$ cat config.mk
export PLATFORM = sky130hd
export DESIGN_NAME = nn_stimulus_driver
export DESIGN_NICKNAME = d
export VERILOG_FILES = /design/src/rtl/nn_stimulus_driver.sv
export SDC_FILE = /design/constraint.sdc
export NUM_CORES = 2
export LEC_CHECK = 0
export ABC_AREA = 1
export CORE_ASPECT_RATIO = 1.25
export CORE_UTILIZATION = 27
export CTS_CLUSTER_DIAMETER = 100
export CTS_CLUSTER_SIZE = 28
export DETAILED_ROUTE_END_ITERATION = 6
export PLACE_DENSITY = 0.46
export RECOVER_POWER = 25
export SLEW_MARGIN = 20
export SYNTH_ARGS = -nofsm -noshare
export SYNTH_HDL_FRONTEND = slang
export SYNTH_SLANG_ARGS = --single-unit
$ cat constraint.sdc
create_clock -name clk_i -period 3 [get_ports clk_i]
set_input_delay 0.6 -clock clk_i [delete_from_list [all_inputs] [get_ports clk_i]]
set_output_delay 0.6 -clock clk_i [all_outputs]
set_load 0.05 [all_outputs]
$ cat src/rtl/nn_stimulus_driver.sv
// Host-loaded RNN job buffer: streams one job to the NN block over a 9-cycle
// in_valid burst, then collects and stores the 9-word out_valid response.
module nn_stimulus_driver #(
    parameter int DW      = 32,
    parameter int TIMEOUT = 1000
) (
    input  logic          clk_i,
    input  logic          rst_i,
    input  logic          wr_en_i,
    input  logic [2:0]    wr_sel_i,
    input  logic [3:0]    wr_addr_i,
    input  logic [DW-1:0] wr_data_i,
    input  logic          start_i,
    output logic          busy_o,
    output logic          done_o,
    output logic          err_timeout_o,
    output logic          err_gap_o,
    output logic          err_spurious_o,
    input  logic [3:0]    rd_addr_i,
    output logic [DW-1:0] rd_data_o,
    output logic          in_valid_o,
    output logic [DW-1:0] data_x_o,
    output logic [DW-1:0] data_h_o,
    output logic [DW-1:0] weight_u_o,
    output logic [DW-1:0] weight_w_o,
    output logic [DW-1:0] weight_v_o,
    input  logic          out_valid_i,
    input  logic [DW-1:0] out_i
);
    localparam int             WCW       = (TIMEOUT > 1) ? $clog2(TIMEOUT) : 1;
    localparam logic [WCW-1:0] WAIT_LAST = WCW'(TIMEOUT - 1);
    localparam logic [3:0]     LAST_IDX  = 4'd8;

    typedef enum logic [2:0] {
        S_IDLE,
        S_SEND,
        S_WAIT,
        S_COLLECT,
        S_FIN
    } state_e;

    state_e          state_q, state_d;
    logic [3:0]      idx_q, idx_d;
    logic [WCW-1:0]  wait_q, wait_d;
    logic            err_timeout_q, err_timeout_d;
    logic            err_gap_q, err_gap_d;
    logic            err_spurious_q, err_spurious_d;
    logic            res_we;
    logic [3:0]      res_idx;
    logic            send_d;
    logic            wr_ok;

    // Arrays 0..4 hold weight_u, weight_w, weight_v, data_x, data_h.
    logic [DW-1:0]   in_mem_q  [5][9];
    logic [DW-1:0]   res_mem_q [9];

    logic            in_valid_q;
    logic [DW-1:0]   data_x_q, data_h_q, weight_u_q, weight_w_q, weight_v_q;
    logic [DW-1:0]   rd_data_q;

    assign busy_o = (state_q == S_SEND) || (state_q == S_WAIT) || (state_q == S_COLLECT);
    assign done_o = (state_q == S_FIN);

    assign wr_ok = wr_en_i && !busy_o && (wr_addr_i <= LAST_IDX) && (wr_sel_i <= 3'd4)
                   && !((wr_sel_i == 3'd4) && (wr_addr_i > 4'd2));

    always_comb begin
        // NOTE: every output of this block gets a default first, so no path can infer a latch.
        state_d        = state_q;
        idx_d          = idx_q;
        wait_d         = wait_q;
        err_timeout_d  = err_timeout_q;
        err_gap_d      = err_gap_q;
        err_spurious_d = err_spurious_q;
        res_we         = 1'b0;
        res_idx        = idx_q;

        case (state_q)
            S_IDLE: begin
                if (start_i) begin
                    state_d        = S_SEND;
                    idx_d          = '0;
                    err_timeout_d  = 1'b0;
                    err_gap_d      = 1'b0;
                    err_spurious_d = 1'b0;
                end
            end
            S_SEND: begin
                if (idx_q == LAST_IDX) begin
                    state_d = S_WAIT;
                    wait_d  = '0;
                end else begin
                    idx_d = idx_q + 4'd1;
                end
            end
            S_WAIT: begin
                if (out_valid_i) begin
                    res_we  = 1'b1;
                    res_idx = '0;
                    idx_d   = 4'd1;
                    state_d = S_COLLECT;
                end else if (wait_q == WAIT_LAST) begin
                    err_timeout_d = 1'b1;
                    state_d       = S_FIN;
                end else begin
                    wait_d = wait_q + WCW'(1);
                end
            end
            S_COLLECT: begin
                if (out_valid_i) begin
                    res_we = 1'b1;
                    idx_d  = idx_q + 4'd1;
                    if (idx_q == LAST_IDX) state_d = S_FIN;
                end else begin
                    err_gap_d = 1'b1;
                    state_d   = S_FIN;
                end
            end
            S_FIN:   state_d = S_IDLE;
            default: state_d = S_IDLE;
        endcase

        // A response outside the window is flagged; seeing it alongside start still sets it.
        if (out_valid_i && ((state_q == S_IDLE) || (state_q == S_SEND) || (state_q == S_FIN)))
            err_spurious_d = 1'b1;
    end

    assign send_d = (state_d == S_SEND);

    always_ff @(posedge clk_i) begin
        // NOTE: sequential state uses non-blocking assignments so every register samples pre-edge values.
        if (rst_i) begin
            state_q        <= S_IDLE;
            idx_q          <= '0;
            wait_q         <= '0;
            err_timeout_q  <= 1'b0;
            err_gap_q      <= 1'b0;
            err_spurious_q <= 1'b0;
            in_valid_q     <= 1'b0;
            data_x_q       <= '0;
            data_h_q       <= '0;
            weight_u_q     <= '0;
            weight_w_q     <= '0;
            weight_v_q     <= '0;
            rd_data_q      <= '0;
        end else begin
            state_q        <= state_d;
            idx_q          <= idx_d;
            wait_q         <= wait_d;
            err_timeout_q  <= err_timeout_d;
            err_gap_q      <= err_gap_d;
            err_spurious_q <= err_spurious_d;
            in_valid_q     <= send_d;
            weight_u_q     <= send_d ? in_mem_q[0][idx_d] : '0;
            weight_w_q     <= send_d ? in_mem_q[1][idx_d] : '0;
            weight_v_q     <= send_d ? in_mem_q[2][idx_d] : '0;
            data_x_q       <= send_d ? in_mem_q[3][idx_d] : '0;
            data_h_q       <= (send_d && (idx_d < 4'd3)) ? in_mem_q[4][idx_d] : '0;
            rd_data_q      <= (rd_addr_i <= LAST_IDX) ? res_mem_q[rd_addr_i] : '0;
        end
    end

    // NOTE: storage arrays carry no reset; their contents are defined only by host writes and captures.
    always_ff @(posedge clk_i) begin
        if (wr_ok) in_mem_q[wr_sel_i][wr_addr_i] <= wr_data_i;
        if (res_we && !rst_i) res_mem_q[res_idx] <= out_i;
    end

    assign err_timeout_o  = err_timeout_q;
    assign err_gap_o      = err_gap_q;
    assign err_spurious_o = err_spurious_q;
    assign rd_data_o      = rd_data_q;
    assign in_valid_o     = in_valid_q;
    assign data_x_o       = data_x_q;
    assign data_h_o       = data_h_q;
    assign weight_u_o     = weight_u_q;
    assign weight_w_o     = weight_w_q;
    assign weight_v_o     = weight_v_q;

endmodule
; Word level (Yosys, flattened, before mapping)
; Memories as Yosys holds them, arrays and structs flattened. A register that Yosys moved wholly into a read port is not among the register bits.
; Cells that the tools add are included.
[op_classes]
n_lt_le_gt_ge = 8
bitwise = 5
eq_ne = 14
reduce_logical = 30
mux = 49
addsub = 2
[ops]
columns = cell, n
row1 = $bmux 32 s4, 5
row2 = $mux 32, 11
row3 = $mux 288, 1
row4 = $demux 32 s4, 1
row5 = $mux 10, 3
row6 = $mux 4, 6
row7 = $pmux 10 s2, 1
row8 = $mux 3, 6
row9 = $pmux 4 s4, 1
row10 = $pmux 3 s4, 1
row11 = $mux 1, 11
row12 = $add 10x1->10 const B, 1
row13 = $eq 10x10->1 const B, 1
row14 = $ge 5x5->1 const B, 2
row15 = $not 4->5, 2
row16 = $reduce_bool 2->1, 5
row17 = $logic_and 1x1->1, 9
row18 = $le 4x4->1 const B, 2
row19 = $ne 2x2->1 const B, 4
row20 = $reduce_and 4->1, 2
row21 = $reduce_or 2->1, 4
row22 = $eq 3x1->1 const B, 2
row23 = $eq 3x2->1 const B, 2
row24 = $eq 3x3->1 const B, 2
row25 = 14 further kinds, 23
[totals]
in_bits = 80
regBits = 181
n_memories = 2
ramBits = 1728
elab_cells = 122
[memory_table]
columns = memory, words, word_bits, read_ports, rd_ports_with_merged_regs, wr, line_no
row1 = in_mem_q, 5, 288, 5, 0, 1, 54  ; logic [DW-1:0] in_mem_q [5][9];
row2 = res_mem_q, 9, 32, 1, 1, 1, 55  ; logic [DW-1:0] res_mem_q [9];

; Longest topological paths before layout
[depth]
depth_word = 10
ltp_mapped = 17
ltp_nobuf = 15

; Worst setup path before layout
; OpenSTA, ideal clock, no wires.
[synth_path]
kind = reg2reg
start = reg state_q[1]
end = mem res_mem_q[0][0] (enable)
arrival_time_ns = 2.845
required_time_ns = 2.579
n_path_buf = 1
stages_incl_launch_ff = 10
path_slack_ns = -0.267
setup_ns = 0.421
path_cell_list = dfxtp_1 > buf_2 > nand2_1 > nor2_1 > clkinv_1 > nor2_1 > inv_1 > nand2_1 > nand3_1 > nor2_1
[synth_between]
elab_chain_cells = 6
[synth_lines]
columns = element, line_no
row1 = from (decl), 42  ; state_e state_q, state_d;
row2 = from (signal assigned), 147  ; state_q <= state_d;
row3 = $eq 3x2->1, 78  ; case (state_q)
row4 = $reduce_or 2->1 (no line), --
row5 = $mux 1, --
row6 = $logic_and 1x1->1, 166  ; if (res_we && !rst_i) res_mem_q[res_idx] <= out_i;
row7 = $mux 1, 166
row8 = $mux 1 (not written as such), 166
row9 = to (decl), 55
; Parallel ways exist; a longest one is shown, timed or not.

; Final worst setup path
[layout_path]
start = in wr_data_i[14]
end = mem in_mem_q[0][142] in the netlist's numbering, data pin
[layout_lines]
columns = element, line_no
row1 = from (decl), 12  ; input logic [DW-1:0] wr_data_i,
row2 = to (decl), 54
; No word-level cell before the write port.

==> metrics.md <==
| Metric | Value |
|---|---|
| Worst slack, placed | `-0.529 ns` |
| First-pass GRT wire length | `~320000 µm` |
| Standard-cell row count | `~210` |
| Commonest non-fill, non-tap cell in the layout | `edfxtp_1` |
| Hold Path Origin | `rd_addr_i[0]` |
| Result of the run | `complete, but fails checks` |
| Count of cells along the worst hold path | `5` |
| Hold Path Sink | `rd_data_o[22]$_SDFF_PP0_` |
| Shortest clock period the worst path allows after layout | `approximately 3.1 ns` |
| Cell at the root of the clock tree | `clkbuf_16` |
| EDFF count, synth | `roughly 1500` |
| Final std cell area, no fill | `roughly 83000 µm²` |
| Total half-perimeter wirelength after legalization and detailed placement | `~140000 µm` |
| Post-synthesis instance total | `between 5000 and 6000` |
| Number of DRC markers in iteration 0 | `roughly 3800` |
| Total wire length after detailed routing | `222000 µm` |
| Share of the cycle needed by the critical path after routing | `103%` |
| Reg-to-reg critical path startpoint | `state_q[2]$_SDFF_PP0_` |
| Pin slew with the least headroom to its limit | `roughly 2.9 ns` |
| Longest Clk Path Bufs | `3` |
| Kind of launch point of the worst setup path | `primary input` |
| Violations in the final reports | `capacitance limit, slew limit, setup timing` |
| R2R Path End | `res_mem_q[4][0]$_DFFE_PP_` |
| Yosys warns | `0` |
| Post-synthesis average cell area | `12.1 µm²` |
| CTS tree | `yes` |
| Number of global-route vias before repair | `between 40000 and 50000` |
| Top Ports | `between 200 and 300` |
| Final number of max-transition violations | `520` |
| Number of antenna violations at the first check in global routing | `14` |
| Core area | `around 250000 µm²` |
| Critical path cell sequence | `clkbuf_1 > clkbuf_1` |
| Delay-heaviest family, CP | `buffers and inverters` |
| Post-CTS Hold Buffers | `0` |
| Largest net degree at the start of global routing | `76` |
| Static Leak | `29.6 nW` |
| Area delta synth->final | `20.8%` |
| Distinct cell type count after synthesis | `36` |
| Type of destination of the critical path | `register` |
| Fraction of synthesized cell area taken by the top area cell type | `67.4%` |
| Leading cell types in the layout, fill and taps excluded | `edfxtp_1 (1536), nand2_1 (1213), nand3_1 (849)` |
| Dominant synthesized flop cell | `edfxtp_1` |
| Sequential fraction of the synthesis area | `73.6%` |
| Remaining max-slew budget at the tightest pin | `-92.5%` |
| Layout net count | `just over 6000` |
| Number of endpoints failing setup at the final stage | `21` |
| Largest fanout on the critical path | `21` |
| Utilization of the core after routing | `32.8%` |
| Final worst-path setup slack | `-0.0952 ns` |
| Total clock sinks | `around 1700` |
| VDD IR-drop max | `~0.45 mV` |
| Num CTS Buffers | `just under 80` |
| Classification of the worst-slack hold path | `primary input to register` |
| Maximum clock rate | `323 MHz` |
| Avg Vias per Cell | `roughly 4.7` |
| Die Outline Area | `256000 µm²` |
| Worst setup path category | `primary input to register` |
| Input/output buffers | `277` |
| Total cell area at the placement stage | `80200 µm²` |
| Crit path DAT | `around 3.4 ns` |
| Synthesized Nets | `approximately 5800` |
| H-tree levels | `3` |
| Count of buffer and inverter cells on the critical path | `2` |
| Synthesized cell area | `just under 70000 µm²` |
| Biggest cell delay along the critical path | `between 1 and 1.5 ns` |
| Source-to-sink clock delay at the later pin of the worst-skew pair | `0.78 ns` |
| DRC violations left | `0` |
| Setup slack on the worst flop-to-flop path | `roughly 0.13 ns` |
| Routed length per instance | `approximately 23 µm` |
| Gr usage total | `between 10% and 20%` |
| Clock skew | `approximately 0.057 ns` |
| Count of max-cap constraint violations | `16` |
| Floorplan die width | `452 µm` |
| Final hold vios | `0` |
| Setup tns final | `-1.63 ns` |
| Asr flop ratio synth | `0%` |
| Leading area contributor after synthesis | `edfxtp_1` |
| Die Y-Extent | `565 µm` |
| Initial cell density of the core | `around 27%` |
| Total congestion overflow | `0` |
| Clk pin slew, worst setup/hold paths | `about 0.11 ns` |
| RSZ-0062 raised after global routing | `no` |
| Req. time, crit path | `between 3 and 4 ns` |
| Share of layout cells above drive strength 1 | `a little over a tenth` |
| Synthesis-stage register bit count | `1749` |
| Most frequent cell on the critical path | `clkbuf_1` |
| Number of detailed-routing iterations run before antenna repair | `6` |
| Power density over cell area | `551 nW/µm²` |
| Crit path max-delay cell type | `clkbuf_1` |
| FF-to-FF path depth | `11` |
| Weighted congestion reported at the end of routability-driven placement | `about 0.80` |
| Antenna-violating nets left | `0` |
| Total number of vias | `~45000` |
| Startpoint of the most critical setup path | `wr_data_i[14]` |
| Main area contributors after synthesis | `edfxtp_1 (67%), nand2_1 (6.7%), dfxtp_1 (6.2%)` |
sequential cells by signal, summed over array words and instances (netlist names), 32 cells and up:
name / cells
in_mem_q: 1248
res_mem_q: 288
data_h_o: 32
data_x_o: 32
rd_data_o: 32
weight_u_o: 32
weight_v_o: 32
weight_w_o: 32
logic make-up (layout without fill, tap and decap cells):
logic type | after synthesis | in the layout | share of synthesized area (%)
AOI/OAI and AO/OA | 445 | 445 | 3.85
buffers and inverters | 734 | 1273 | 4.52
xor gates and xnor gates | 5 | 5 | 0.0640
and+or+nand+nor | 2736 | 2736 | 17.8
other | 0 | 8 | 0
DFF | 1749 | 1749 | 73.6
adders and majority gates | 5 | 5 | 0.0914
metrics by stage:
stage	power, mW	hold slack (ns)	std cells
final	45.5	0.470	9549
after floorplan	29.9	0.443	5674
after CTS	46.1	0.229	9540
after global routing	47.1	0.489	9545
after detailed placement	32.6	0.453	9389
after global placement	32.6	0.452	9389
metal layers:
metal	track usage (%)	vias up	wire length (µm)
met5	0	-	33
met4	4.13	4	5580
met3	1.91	208	9000
met2	30.0	1063	111000
met1	22.3	23000	96200
li1	-	20800	-
what timing repair did:
action | 4_1_cts | 5_1_grt
setup buffers | 5 | 1
endpoints found under the setup margin | 117 | 93
endpoints found under the hold margin | 0 | 0
pin swaps | 2 | 1
resized for setup | 4 | 1
gates cloned | 0 | 0
power by group:
part           internal [mW]  switching [mW]  total, mW  leakage, nW
logic                   1.68            3.50       5.18         12.8
registers               26.6           0.169       26.8         15.6
clock network           5.34            8.22       13.6         1.19
total                   33.6            11.9       45.5         29.6
layout make-up:
class	count	area (µm²)
antenna	8	20.0
clock buffer	126	2150
clock inverter	20	375
fill	25200	169000
inverter	362	1370
multi-input combinational	3191	15400
sequential	1749	50400
tap	3328	4160
timing repair buffer	765	8810
worst max path at each step:
| stage | endpoint | slack (ns) | depth (start not counted) |
|---|---|---|---|
| finish | in_mem_q[0][142]$_DFFE_PP_ | -0.1 | 2 |
| global route | res_mem_q[3][29]$_DFFE_PP_ | 0.002 | 11 |
| CTS | weight_v_o[27] | 0.09 | 1 |
| detailed placement | res_mem_q[4][20]$_DFFE_PP_ | -0.53 | 12 |
| global placement | res_mem_q[4][20]$_DFFE_PP_ | -0.52 | 12 |
| floorplan | res_mem_q[0][0]$_DFFE_PP_ | -0.27 | 9 |
synthesized netlist by cell type, drive strengths merged (48+ instances only):
cell type and n:
a21oi 61, edfxtp 1536, nand3 850, inv 360, buf 250, o21ai 225, nand3b 118, o22ai 48
nor2 382, nand2 1216, clkbuf 122, dfxtp 213, nand4 131
Note: power is estimated with default switching activity, not from simulation.
